File: config.mk
export PLATFORM = sky130hd
export DESIGN_NAME = inst_encoder_flat
export DESIGN_NICKNAME = d
export VERILOG_FILES = /design/src/rtl/inst_encoder_pkg.sv /design/src/rtl/inst_encoder_if.sv /design/src/rtl/inst_encoder_pack.sv /design/src/rtl/inst_encoder.sv /design/src/flat_wrapper.sv
export SDC_FILE = /design/constraint.sdc
export NUM_CORES = 1
export LEC_CHECK = 0
export CORE_ASPECT_RATIO = 0.7
export CORE_MARGIN = 5
export CORE_UTILIZATION = 46
export DETAILED_ROUTE_END_ITERATION = 8
export PLACE_DENSITY_LB_ADDON = 0.1
export RECOVER_POWER = 100
export SETUP_SLACK_MARGIN = 0.02
export SYNTH_ARGS = -nofsm -noshare
export SYNTH_HDL_FRONTEND = slang
export SYNTH_HIERARCHICAL = 1
export SYNTH_SLANG_ARGS = --single-unit
File: constraint.sdc
create_clock -name clk -period 2 [get_ports clk]
set_input_delay 0.4 -clock clk [delete_from_list [all_inputs] [get_ports clk]]
set_output_delay 0.4 -clock clk [all_outputs]
set_load 0.05 [all_outputs]
File: src/rtl/inst_encoder_pkg.sv
// Shared encoding constants for the instruction encoder and decoder.
// Holds the symbolic op enum, RV32I opcode/funct constants and the halt word.
package enc_pkg;

   typedef enum logic [2:0] {
      OP_ADD = 3'd0,
      OP_SUB = 3'd1,
      OP_OR  = 3'd2,
      OP_AND = 3'd3,
      OP_LW  = 3'd4,
      OP_SW  = 3'd5,
      OP_BEQ = 3'd6,
      OP_ILL = 3'd7
   } enc_op_t;

   localparam logic [6:0] OPC_R      = 7'b0110011;
   localparam logic [6:0] OPC_LOAD   = 7'b0000011;
   localparam logic [6:0] OPC_STORE  = 7'b0100011;
   localparam logic [6:0] OPC_BRANCH = 7'b1100011;

   localparam logic [2:0] F3_ADD_SUB = 3'b000;
   localparam logic [2:0] F3_OR      = 3'b110;
   localparam logic [2:0] F3_AND     = 3'b111;
   localparam logic [2:0] F3_WORD    = 3'b010;
   localparam logic [2:0] F3_BEQ     = 3'b000;

   localparam logic [6:0] F7_BASE = 7'b0000000;
   localparam logic [6:0] F7_SUB  = 7'b0100000;

   // jal x0,0 : a self-loop that parks the core at the end of a loaded image
   localparam logic [31:0] HALT_WORD = 32'h0000_006F;

endpackage

File: src/rtl/inst_encoder_if.sv
// Request handshake and IMEM write port of the instruction encoder.
// master = request producer / memory side, slave = encoder.
interface inst_encoder_if #(
   parameter int ADDR_W = 10
);
   logic              req_valid;
   logic              req_ready;
   logic [2:0]        req_op;
   logic [4:0]        req_rd;
   logic [4:0]        req_rs1;
   logic [4:0]        req_rs2;
   logic [12:0]       req_imm;
   logic              req_last;
   logic              wr_en;
   logic [ADDR_W-1:0] wr_addr;
   logic [31:0]       wr_data;

   modport master (
      output req_valid, req_op, req_rd, req_rs1, req_rs2, req_imm, req_last,
      input  req_ready, wr_en, wr_addr, wr_data
   );

   modport slave (
      input  req_valid, req_op, req_rd, req_rs1, req_rs2, req_imm, req_last,
      output req_ready, wr_en, wr_addr, wr_data
   );
endinterface

File: src/rtl/inst_encoder_pack.sv
// Combinational packer: symbolic op + register/immediate fields -> RV32I word.
// Flags op code 7 as illegal; fields a format does not use are ignored.
module inst_pack
   import enc_pkg::*;
(
   input  logic [2:0]  op,
   input  logic [4:0]  rd,
   input  logic [4:0]  rs1,
   input  logic [4:0]  rs2,
   input  logic [12:0] imm,
   output logic [31:0] word,
   output logic        illegal
);

   // branch offsets are always even, so imm[0] carries no information
   logic unused_imm0;
   assign unused_imm0 = imm[0];

   // select the format and assemble the instruction fields
   always_comb begin
      word    = '0;
      illegal = 1'b0;
      case (enc_op_t'(op))
         OP_ADD: word = {F7_BASE, rs2, rs1, F3_ADD_SUB, rd, OPC_R};
         OP_SUB: word = {F7_SUB,  rs2, rs1, F3_ADD_SUB, rd, OPC_R};
         OP_OR:  word = {F7_BASE, rs2, rs1, F3_OR,      rd, OPC_R};
         OP_AND: word = {F7_BASE, rs2, rs1, F3_AND,     rd, OPC_R};
         OP_LW:  word = {imm[11:0], rs1, F3_WORD, rd, OPC_LOAD};
         OP_SW:  word = {imm[11:5], rs2, rs1, F3_WORD, imm[4:0], OPC_STORE};
         OP_BEQ: word = {imm[12], imm[10:5], rs2, rs1, F3_BEQ,
                         imm[4:1], imm[11], OPC_BRANCH};
         default: illegal = 1'b1;
      endcase
   end

endmodule

File: src/rtl/inst_encoder.sv
// Instruction encoder/loader: accepts symbolic requests and writes packed
// RV32I words to consecutive IMEM addresses, one write per accepted request.
// Optional macro INST_ENCODER_HALT_EN appends a jal x0,0 word at session end.
//
// state | meaning
// IDLE  | waiting for start
// RUN   | accepting requests, one registered write per legal transfer
// HALT  | emitting the trailing self-loop word (INST_ENCODER_HALT_EN only)
// DONE  | one-cycle end-of-session pulse, then back to IDLE
module inst_encoder
   import enc_pkg::*;
#(
   parameter int ADDR_W    = 10,
   parameter int MAX_WORDS = 256
) (
   input  logic              clk,
   input  logic              rst_n,
   input  logic              start,
   input  logic [ADDR_W-1:0] base_addr,
   inst_encoder_if.slave     bus,
   output logic              busy,
   output logic              done,
   output logic              err,
   output logic [8:0]        word_cnt
);

   localparam logic [1:0] ST_IDLE = 2'd0;
   localparam logic [1:0] ST_RUN  = 2'd1;
   localparam logic [1:0] ST_DONE = 2'd3;
`ifdef INST_ENCODER_HALT_EN
   localparam logic [1:0] ST_HALT = 2'd2;
   localparam logic [1:0] ST_END  = ST_HALT;
`else
   localparam logic [1:0] ST_END  = ST_DONE;
`endif

   localparam logic [8:0]        MAX_CNT = 9'(MAX_WORDS);
   localparam logic [ADDR_W-1:0] STEP    = ADDR_W'(4);

   logic [1:0]        state_q, state_d;
   logic [ADDR_W-1:0] addr_q, addr_d;
   logic [8:0]        cnt_q, cnt_d;
   logic              err_q, err_d;
   logic              wr_en_q, wr_en_d;
   logic [ADDR_W-1:0] wr_addr_q, wr_addr_d;
   logic [31:0]       wr_data_q, wr_data_d;

   logic [31:0] pack_word;
   logic        pack_illegal;
   logic        xfer;

   inst_pack u_pack (
      .op      (bus.req_op),
      .rd      (bus.req_rd),
      .rs1     (bus.req_rs1),
      .rs2     (bus.req_rs2),
      .imm     (bus.req_imm),
      .word    (pack_word),
      .illegal (pack_illegal)
   );

   assign bus.req_ready = (state_q == ST_RUN);
   assign xfer          = bus.req_valid && bus.req_ready;

   // session sequencing, address/count tracking and next write contents
   always_comb begin
      state_d   = state_q;
      addr_d    = addr_q;
      cnt_d     = cnt_q;
      err_d     = err_q;
      wr_en_d   = 1'b0;
      wr_addr_d = wr_addr_q;
      wr_data_d = wr_data_q;
      case (state_q)
         ST_IDLE: begin
            if (start) begin
               state_d = ST_RUN;
               addr_d  = {base_addr[ADDR_W-1:2], 2'b00};
               cnt_d   = '0;
               err_d   = 1'b0;
            end
         end
         ST_RUN: begin
            if (xfer) begin
               if (pack_illegal) begin
                  err_d = 1'b1;
               end else begin
                  wr_en_d   = 1'b1;
                  wr_addr_d = addr_q;
                  wr_data_d = pack_word;
                  addr_d    = addr_q + STEP;
                  cnt_d     = cnt_q + 9'd1;
               end
               // limit is checked on the post-write count so the MAX_WORDS-th
               // transfer is the last one accepted
               if (bus.req_last || (cnt_d >= MAX_CNT)) begin
                  state_d = ST_END;
               end
            end
         end
`ifdef INST_ENCODER_HALT_EN
         ST_HALT: begin
            wr_en_d   = 1'b1;
            wr_addr_d = addr_q;
            wr_data_d = HALT_WORD;
            addr_d    = addr_q + STEP;
            cnt_d     = cnt_q + 9'd1;
            state_d   = ST_DONE;
         end
`endif
         ST_DONE: state_d = ST_IDLE;
         default: state_d = ST_IDLE;
      endcase
   end

   // state and registered outputs; reset drops any pending write
   always_ff @(posedge clk or negedge rst_n) begin
      if (!rst_n) begin
         state_q   <= ST_IDLE;
         addr_q    <= '0;
         cnt_q     <= '0;
         err_q     <= 1'b0;
         wr_en_q   <= 1'b0;
         wr_addr_q <= '0;
         wr_data_q <= '0;
      end else begin
         state_q   <= state_d;
         addr_q    <= addr_d;
         cnt_q     <= cnt_d;
         err_q     <= err_d;
         wr_en_q   <= wr_en_d;
         wr_addr_q <= wr_addr_d;
         wr_data_q <= wr_data_d;
      end
   end

   assign bus.wr_en   = wr_en_q;
   assign bus.wr_addr = wr_addr_q;
   assign bus.wr_data = wr_data_q;
   assign busy        = (state_q != ST_IDLE);
   assign done        = (state_q == ST_DONE);
   assign err         = err_q;
   assign word_cnt    = cnt_q;

endmodule

File: src/flat_wrapper.sv
// flat-port wrapper written by rule: the top's interface ports become plain ports
module inst_encoder_flat import enc_pkg::*;
#(
   parameter int ADDR_W    = 10,
   parameter int MAX_WORDS = 256
)
  (clk, rst_n, start, base_addr, busy, done, err, word_cnt, bus_req_valid, bus_req_op, bus_req_rd, bus_req_rs1, bus_req_rs2, bus_req_imm, bus_req_last, bus_req_ready, bus_wr_en, bus_wr_addr, bus_wr_data);
  inst_encoder_if #(.ADDR_W(ADDR_W)) bus_i ();
  input  logic clk;
  input  logic rst_n;
  input  logic start;
  input  logic [ADDR_W-1:0] base_addr;
  output logic busy;
  output logic done;
  output logic err;
  output logic [8:0] word_cnt;
  input wire logic [$bits(bus_i.req_valid)-1:0] bus_req_valid;
  input wire logic [$bits(bus_i.req_op)-1:0] bus_req_op;
  input wire logic [$bits(bus_i.req_rd)-1:0] bus_req_rd;
  input wire logic [$bits(bus_i.req_rs1)-1:0] bus_req_rs1;
  input wire logic [$bits(bus_i.req_rs2)-1:0] bus_req_rs2;
  input wire logic [$bits(bus_i.req_imm)-1:0] bus_req_imm;
  input wire logic [$bits(bus_i.req_last)-1:0] bus_req_last;
  output wire logic [$bits(bus_i.req_ready)-1:0] bus_req_ready;
  output wire logic [$bits(bus_i.wr_en)-1:0] bus_wr_en;
  output wire logic [$bits(bus_i.wr_addr)-1:0] bus_wr_addr;
  output wire logic [$bits(bus_i.wr_data)-1:0] bus_wr_data;
  assign bus_i.req_valid = bus_req_valid;
  assign bus_i.req_op = bus_req_op;
  assign bus_i.req_rd = bus_req_rd;
  assign bus_i.req_rs1 = bus_req_rs1;
  assign bus_i.req_rs2 = bus_req_rs2;
  assign bus_i.req_imm = bus_req_imm;
  assign bus_i.req_last = bus_req_last;
  assign bus_req_ready = bus_i.req_ready;
  assign bus_wr_en = bus_i.wr_en;
  assign bus_wr_addr = bus_i.wr_addr;
  assign bus_wr_data = bus_i.wr_data;
  inst_encoder #(.ADDR_W(ADDR_W), .MAX_WORDS(MAX_WORDS)) u_core (.clk(clk), .rst_n(rst_n), .start(start), .base_addr(base_addr), .bus(bus_i), .busy(busy), .done(done), .err(err), .word_cnt(word_cnt));
endmodule
==> results <==
- The flow ran to the end, and the final reports show no timing, DRC or antenna violations.
- Counting instances in the post-synthesis netlist gives the leading cell types as sky130_fd_sc_hd__dfrtp_1, sky130_fd_sc_hd__mux2_2, sky130_fd_sc_hd__a21oi_1.
- The count of pins on the block boundary is approximately 100.
- The transition time at the pin with the least slew margin is 1.45 ns.
- The starting utilization of the core area is 48.4%.
- The first-pass GRT wire length is about 12 mm.
- The number of setup buffers added after CTS is 0.
- TritonCTS built the clock tree.
- Walking the worst path, the cells encountered are clkdlybuf4s50_1.
- The core region is between 0.006 and 0.007 sq mm.
- The clock latency on the worst-skew pair is approximately 0.33 ns.
- The number of DRC violations after detailed routing is 0.
- The global-route congestion overflow total is 0.
- The number of core rows is 24.
- The area added between synthesis and finish is 40.5%.
- The static leakage power is approximately 1.8 nW.
- The first-pass detailed-route iteration total is 4.
- By area the synthesized netlist is led by sky130_fd_sc_hd__dfrtp_1, sky130_fd_sc_hd__mux2_2, sky130_fd_sc_hd__a21oi_1.
- The count of endpoints failing setup in the final report is 0.
- For this block, the initial DRC count from the detailed router was 110.
- The routed design has approximately 7.6 mm of wire.
- Grouping stages by cell kind, the critical path spends the most delay in buffers and inverters.
- The most used flip-flop cell after synthesis is sky130_fd_sc_hd__dfrtp_1.
- The number of hold buffers added after cts is 0.
- Setup repair after global routing left no endpoint under its margin.
- Max-cap violations in this run came to 0.
- Along the worst path, the maximum fanout reaches 3.
- Clock tree synthesis selected as its root buffer the cell sky130_fd_sc_hd__clkbuf_8.
- The worst setup path is captured at a primary output.
- The cell taking the most area after synthesis is sky130_fd_sc_hd__dfrtp_1.
- In the post-synthesis netlist, the cell with the most instances is sky130_fd_sc_hd__dfrtp_1.
- The class of the tightest hold or removal check is in -> async.
- The worst-case IR drop observed on VDD is around 730 uV.
- The total count of max-transition violations in the final report is 0.
- The data required time of the worst path is around 1.6 ns.
- In this run, synthesis produced a sequential element count of 61.
- The H-tree was split into 3 levels.
- The finished cells cover around 0.0043 sq mm.
- Measured along the x axis, the die boundary spans 108 um.
- The initial antenna violation count is 0.
- After layout, the worst path uses a little over nine tenths of the clock period.
- The instance count of the mapped netlist is 266.
- After the last flow step, the layout net total stands at approximately 430.
- The average routed wire per standard cell is 16.2 um.
- The total number of vias is between 2000 and 2500.
- The power density of the placed cells is around 1300 mW/mm^2.
- Cells with a size suffix above 1 make up 20.7% of the layout.
- The count of buffer and inverter cells on the critical path is 1.
- In this design, the stage delay of the slowest critical-path cell is around 0.82 ns.
- The total inserted antenna cells is 0.
- Entering global routing, the biggest net connects 28 pins.
- The post-synth design cell area is between 0.003 and 0.004 sq mm.
- The placed instances occupy a cell area of 0.00421 sq mm.
- The longest clock path from root to sink contains 2 buffers.
- Counting flops with an async set or reset pin after synthesis yields a share of 100%.
- The distinct cell type count after synthesis is 45.
- For this run, the number of Yosys warnings is 6.
- The total die area is 0.00842 sq mm.
- The critical path in this run is classified as reg -> out.
- Timing would allow up to slightly above 0.5 GHz.
- The routability congestion estimate from global placement is between 0.8 and 0.9.
- The register area share after synthesis is about half.
- Buffers placed on the I/O ports in this run total 97.
- The number of cells in the finished layout apart from fillers is around 470.
- The shortest period the worst path allows is between 1.5 and 2 ns.
- The total negative slack for setup checks is 0 ns.
- The count of nets left with antenna violations once routing finished came out at 0.
- The total power of the final layout is ~0.0054 W.
- A synthesized cell averages roughly 12 sq um.
- The worst setup path is launched from a flop.
- The HPWL reported at the end of detailed placement is roughly 5.7 mm.
- The worst-path cell with the longest stage delay is sky130_fd_sc_hd__clkdlybuf4s50_1.
- TritonCTS created 9 clock buffers.
- The global-route usage over all layers is around a fifth.
- From bottom edge to top edge, the die measures 78.3 um.
- The number of placed instances, taps included, is 457.
- The number of enable flip-flop cells after synthesis is 0.
- On the final layout, the worst clock skew is slightly below 0.005 ns.
- The CTS sink count is 61.
- The final hold violation count came to 0.
- After clock tree synthesis, the clock-pin slew on the worst setup and hold paths is 0.07 ns.
- The ratio of routed vias to standard cells is between 5 and 6.
- The worst path arrival time is ~1.5 ns.
- The worst slew margin relative to its limit is 3.44%.
- Summed over its instances, the top area cell type makes up approximately 50% of the synthesized netlist area.
- The number of global-route vias before repair is around 2500.
## flip-flops by register name, indices dropped and copies added, names as in the netlist
name / flops
u_core/state_q: 2
u_core/bus.wr_en: 1
u_core/addr_q: 8
u_core/word_cnt: 9
u_core/bus.wr_data: 32
u_core/err: 1
u_core/bus.wr_addr: 8
## cell type report
type | count | area (sq um)
fill | 497 | 2030
tap | 91 | 114
multi-input combinational | 182 | 1340
clock inverter | 5 | 75.1
sequential | 61 | 1530
clock buffer | 11 | 131
timing repair buffer | 115 | 1090
inverter | 8 | 30.0
## what timing repair did
item,4_1_cts,5_1_grt
pin swaps,0,0
gates resized for setup,2,5
setup endpoints to repair,2,5
## cell usage in the layout, fill, tap and decap left out, drive strengths merged, types with 3 or more instances in the layout
master,count
a21oi,17
a22o,5
a22oi,5
and2,8
and3,5
buf,17
clkbuf,25
clkdlybuf4s50,81
clkinv,3
conb,4
dfrtp,61
inv,8
mux2,40
nand2,15
nand2b,3
nand3,7
nand3b,4
nor2,16
nor4,3
o21ai,11
o2bb2ai,5
o32ai,3
or2,3
xnor2,7
## cells by family (layout without fill, tap and decap cells)
group,after synthesis,in the layout,share of synthesized area (%)
buffers and inverters,25,139,5.31
adder cells (fa/ha/maj),2,2,0.817
AO/OA/AOI/OAI,54,54,11.6
flip-flops,61,61,49.8
XOR/XNOR,9,9,2.57
AND/OR/NAND/NOR,72,72,14.3
multiplexers,41,41,15.4
other,2,4,0.245
## per-layer routing
layer	track usage [%]	up-vias	part of all wire (%)
li1	-	1173	-
met1	25.4	1170	46
met2	28.3	83	45
met3	7.05	12	8.1
met4	5.42	0	1.3
met5	0	-	0
## metrics by stage
stage               worst slack, ns  hold slack [ns]  utilization [%]
floorplan                     0.358            0.104                -
global placement             -0.110            0.439             66.5
detailed placement           -0.164            0.457             66.5
CTS                          0.0274           0.0895             69.7
global route                 0.0116            0.522             68.0
finish                       0.0622            0.393             68.0
## power by group
part           total, W  switching, W  internal, W
Sequential      0.00184      0.000264      0.00158
Combinational   0.00244       0.00153     0.000909
Clock           0.00117      0.000470     0.000696
## worst paths after layout
path / to / slack (ns) / startpoint / cells after the start
setup / recovery: err / 0.06 / u_core/err / 1
setup reg to reg: u_core/addr_q[4] / 0.25 / u_core/state_q[0] / 6
max in group asynchronous: u_core/word_cnt[4] / 0.47 / rst_n / 2
min in group clk: u_core/bus.wr_data[0] / 0.51 / u_core/bus.wr_data[0] / 1
hold reg to reg: u_core/bus.wr_data[0] / 0.51 / u_core/bus.wr_data[0] / 1
hold / removal: u_core/bus.wr_data[9] / 0.39 / rst_n / 1
Power figures use the tool's default switching activity.
==> variant, RTL diff (same flow settings) <==
Build with the macro `INST_ENCODER_HALT_EN` defined.
--- a/src/rtl/inst_encoder.sv
+++ b/src/rtl/inst_encoder.sv
@@ -7,6 +7,8 @@
 // RUN   | accepting requests, one registered write per legal transfer
 // HALT  | emitting the trailing self-loop word (INST_ENCODER_HALT_EN only)
 // DONE  | one-cycle end-of-session pulse, then back to IDLE
+`define INST_ENCODER_HALT_EN
+
 module inst_encoder
    import enc_pkg::*;
 #(
Formal check against the unedited RTL: not equivalent (a bounded check fails within 4 cycles, from zero or initial values and one cycle with rst_n low).
==> variant against the unedited design <==
The flow now finishes with violations (capacitance limit, slew limit); synthesized cell count increased by 20%; area after synthesis increased by 3.5%; die area increased by 3.1%; maximum frequency increased by 0.15%; register-to-register slack got worse by 0.18 ns; hold slack improved by 0.072 ns; sequential cell count unchanged; cell area increased by 7.9%; wire length increased by 17%; worst setup slack improved by 0.0029 ns.
Power is not compared: it rests on default switching activity, and its combinational part moved more than twofold at a synthesized area within 25%.
==> variant: results (changes against the unedited design) <==
Post-Layout Cell Count 541 (was 473); worst r2r src u_core/state_q[1] (was u_core/state_q[0]); first-pass GRT wire length 14500 um (was 12500 um); arrival time worst endpoint 2.19 ns (was 1.54 ns); XOR/XNOR share of the synthesized area 0.00552 (was 0.0257); Fillers 550 (was 497); sequential area share after synthesis 0.481 (was 0.498); Max Cap Viol 1 (was 0); DP HPWL 6530 um (was 5690 um); compound-cell area share of the yosys netlist 0.241 (was 0.116); Final clock-cell share 0.0415 (was 0.0480); DR pass1 iterations 5 (was 4); Global Route met1 Usage 0.310 (was 0.254); Reg2Reg Setup Slack 0.07 ns (was 0.25 ns); Synth area leaders dfrtp_1, a22o_1, nand2_1 (was dfrtp_1, mux2_2, a21oi_1); largest net degree at the start of global routing 62 (was 28); crit path max fanout 5 (was 3); hold slack 0.465 ns (was 0.393 ns); non-clk buf share 0.257 (was 0.252); met3 Resource Use GR 0.0695 (was 0.0705); fraction of layout cells with a size suffix above 1 0.145 (was 0.207); failing checks capacitance limit, slew limit; routability cong. 0.851 (was 0.869); Total GRT Usage 0.213 (was 0.188); Slew headroom -0.0221 (was 0.0344); min-delay worst type reg -> reg (was in -> async); clkbuf count 12 (was 11); status complete, but fails checks (was completed); Non-CTS buffers 130 (was 115); Synth Cell Area 3170 um^2 (was 3060 um^2); area taken by flip-flops and latches 1530 um^2 (about the same); sequential cell count 61 (unchanged); routed wire length 8950 um (was 7650 um); Crit Reg-Reg Endpoint u_core/word_cnt[0] (was u_core/addr_q[4]); Final Max Slew Viols 62 (was 0); Post-Place Cells 525 (was 457); Synth Instances 318 (was 266); proportion of synthesized area in mux cells 0.0189 (was 0.154); fraction of area in multi-input gates 0.338 (was 0.312); Final nets 495 (was 425)
variant: per-layer routing:
metal  part of all wire  wire (um)
met2               0.45       4010
met4             0.0096         86
met3              0.068        609
met1               0.47       4250
met5                  0          0
variant: cells by family (layout without fill, tap and decap cells):
group           after synthesis  in the layout
compound gates              100            100
xor+xnor                      2              2
fa+ha+maj                     7              7
buf+inv                      31            158
flops                        61             61
mux                           6              6
other cells                   2              4
simple gates                109            109
variant: per-stage QoR:
stage / instance area [um^2] / setup TNS, ns / setup slack (ns) / utilization
finish: 4650 / 0 / 0.0651 / 0.691
global route: 4650 / 0 / 0.00895 / 0.691
CTS: 4690 / 0 / 0.0254 / 0.698
detailed placement: 4500 / -11.18 / -0.439 / 0.669
global placement: 4500 / -7.34 / -0.312 / 0.669
floorplan: 3200 / 0 / 0.0233 / -
variant: power by group:
part           internal (uW)  total, uW  switching [uW]
registers               1710       2060             346
clock network            606       1080             473
logic                   1960       5050            3090
total                   4270       8190            3910
variant: worst min-delay path: stages (launching register included):
cell	delay (ns)
dfrtp_1	0.34
nand2_1	0.05
nand2_1	0.04
variant: worst max path at each step:
stage / from / end / slack [ns]
floorplan: u_core/state_q[1] / u_core/word_cnt[0] / 0.02
global placement: bus_req_op[0] / u_core/state_q[1] / -0.31
global route: u_core/state_q[1] / u_core/addr_q[5] / 0.009
finish: bus_req_op[1] / u_core/state_q[1] / 0.07
CTS: u_core/state_q[1] / u_core/word_cnt[0] / 0.03
detailed placement: bus_req_op[0] / u_core/state_q[1] / -0.44
variant: timing repair:
action / in CTS / in global routing
hold buffers: 0 / 0
buffers inserted: 0 / 0
pin swaps: 1 / 0
endpoints found under the setup margin: 3 / 12
resized for setup: 3 / 8
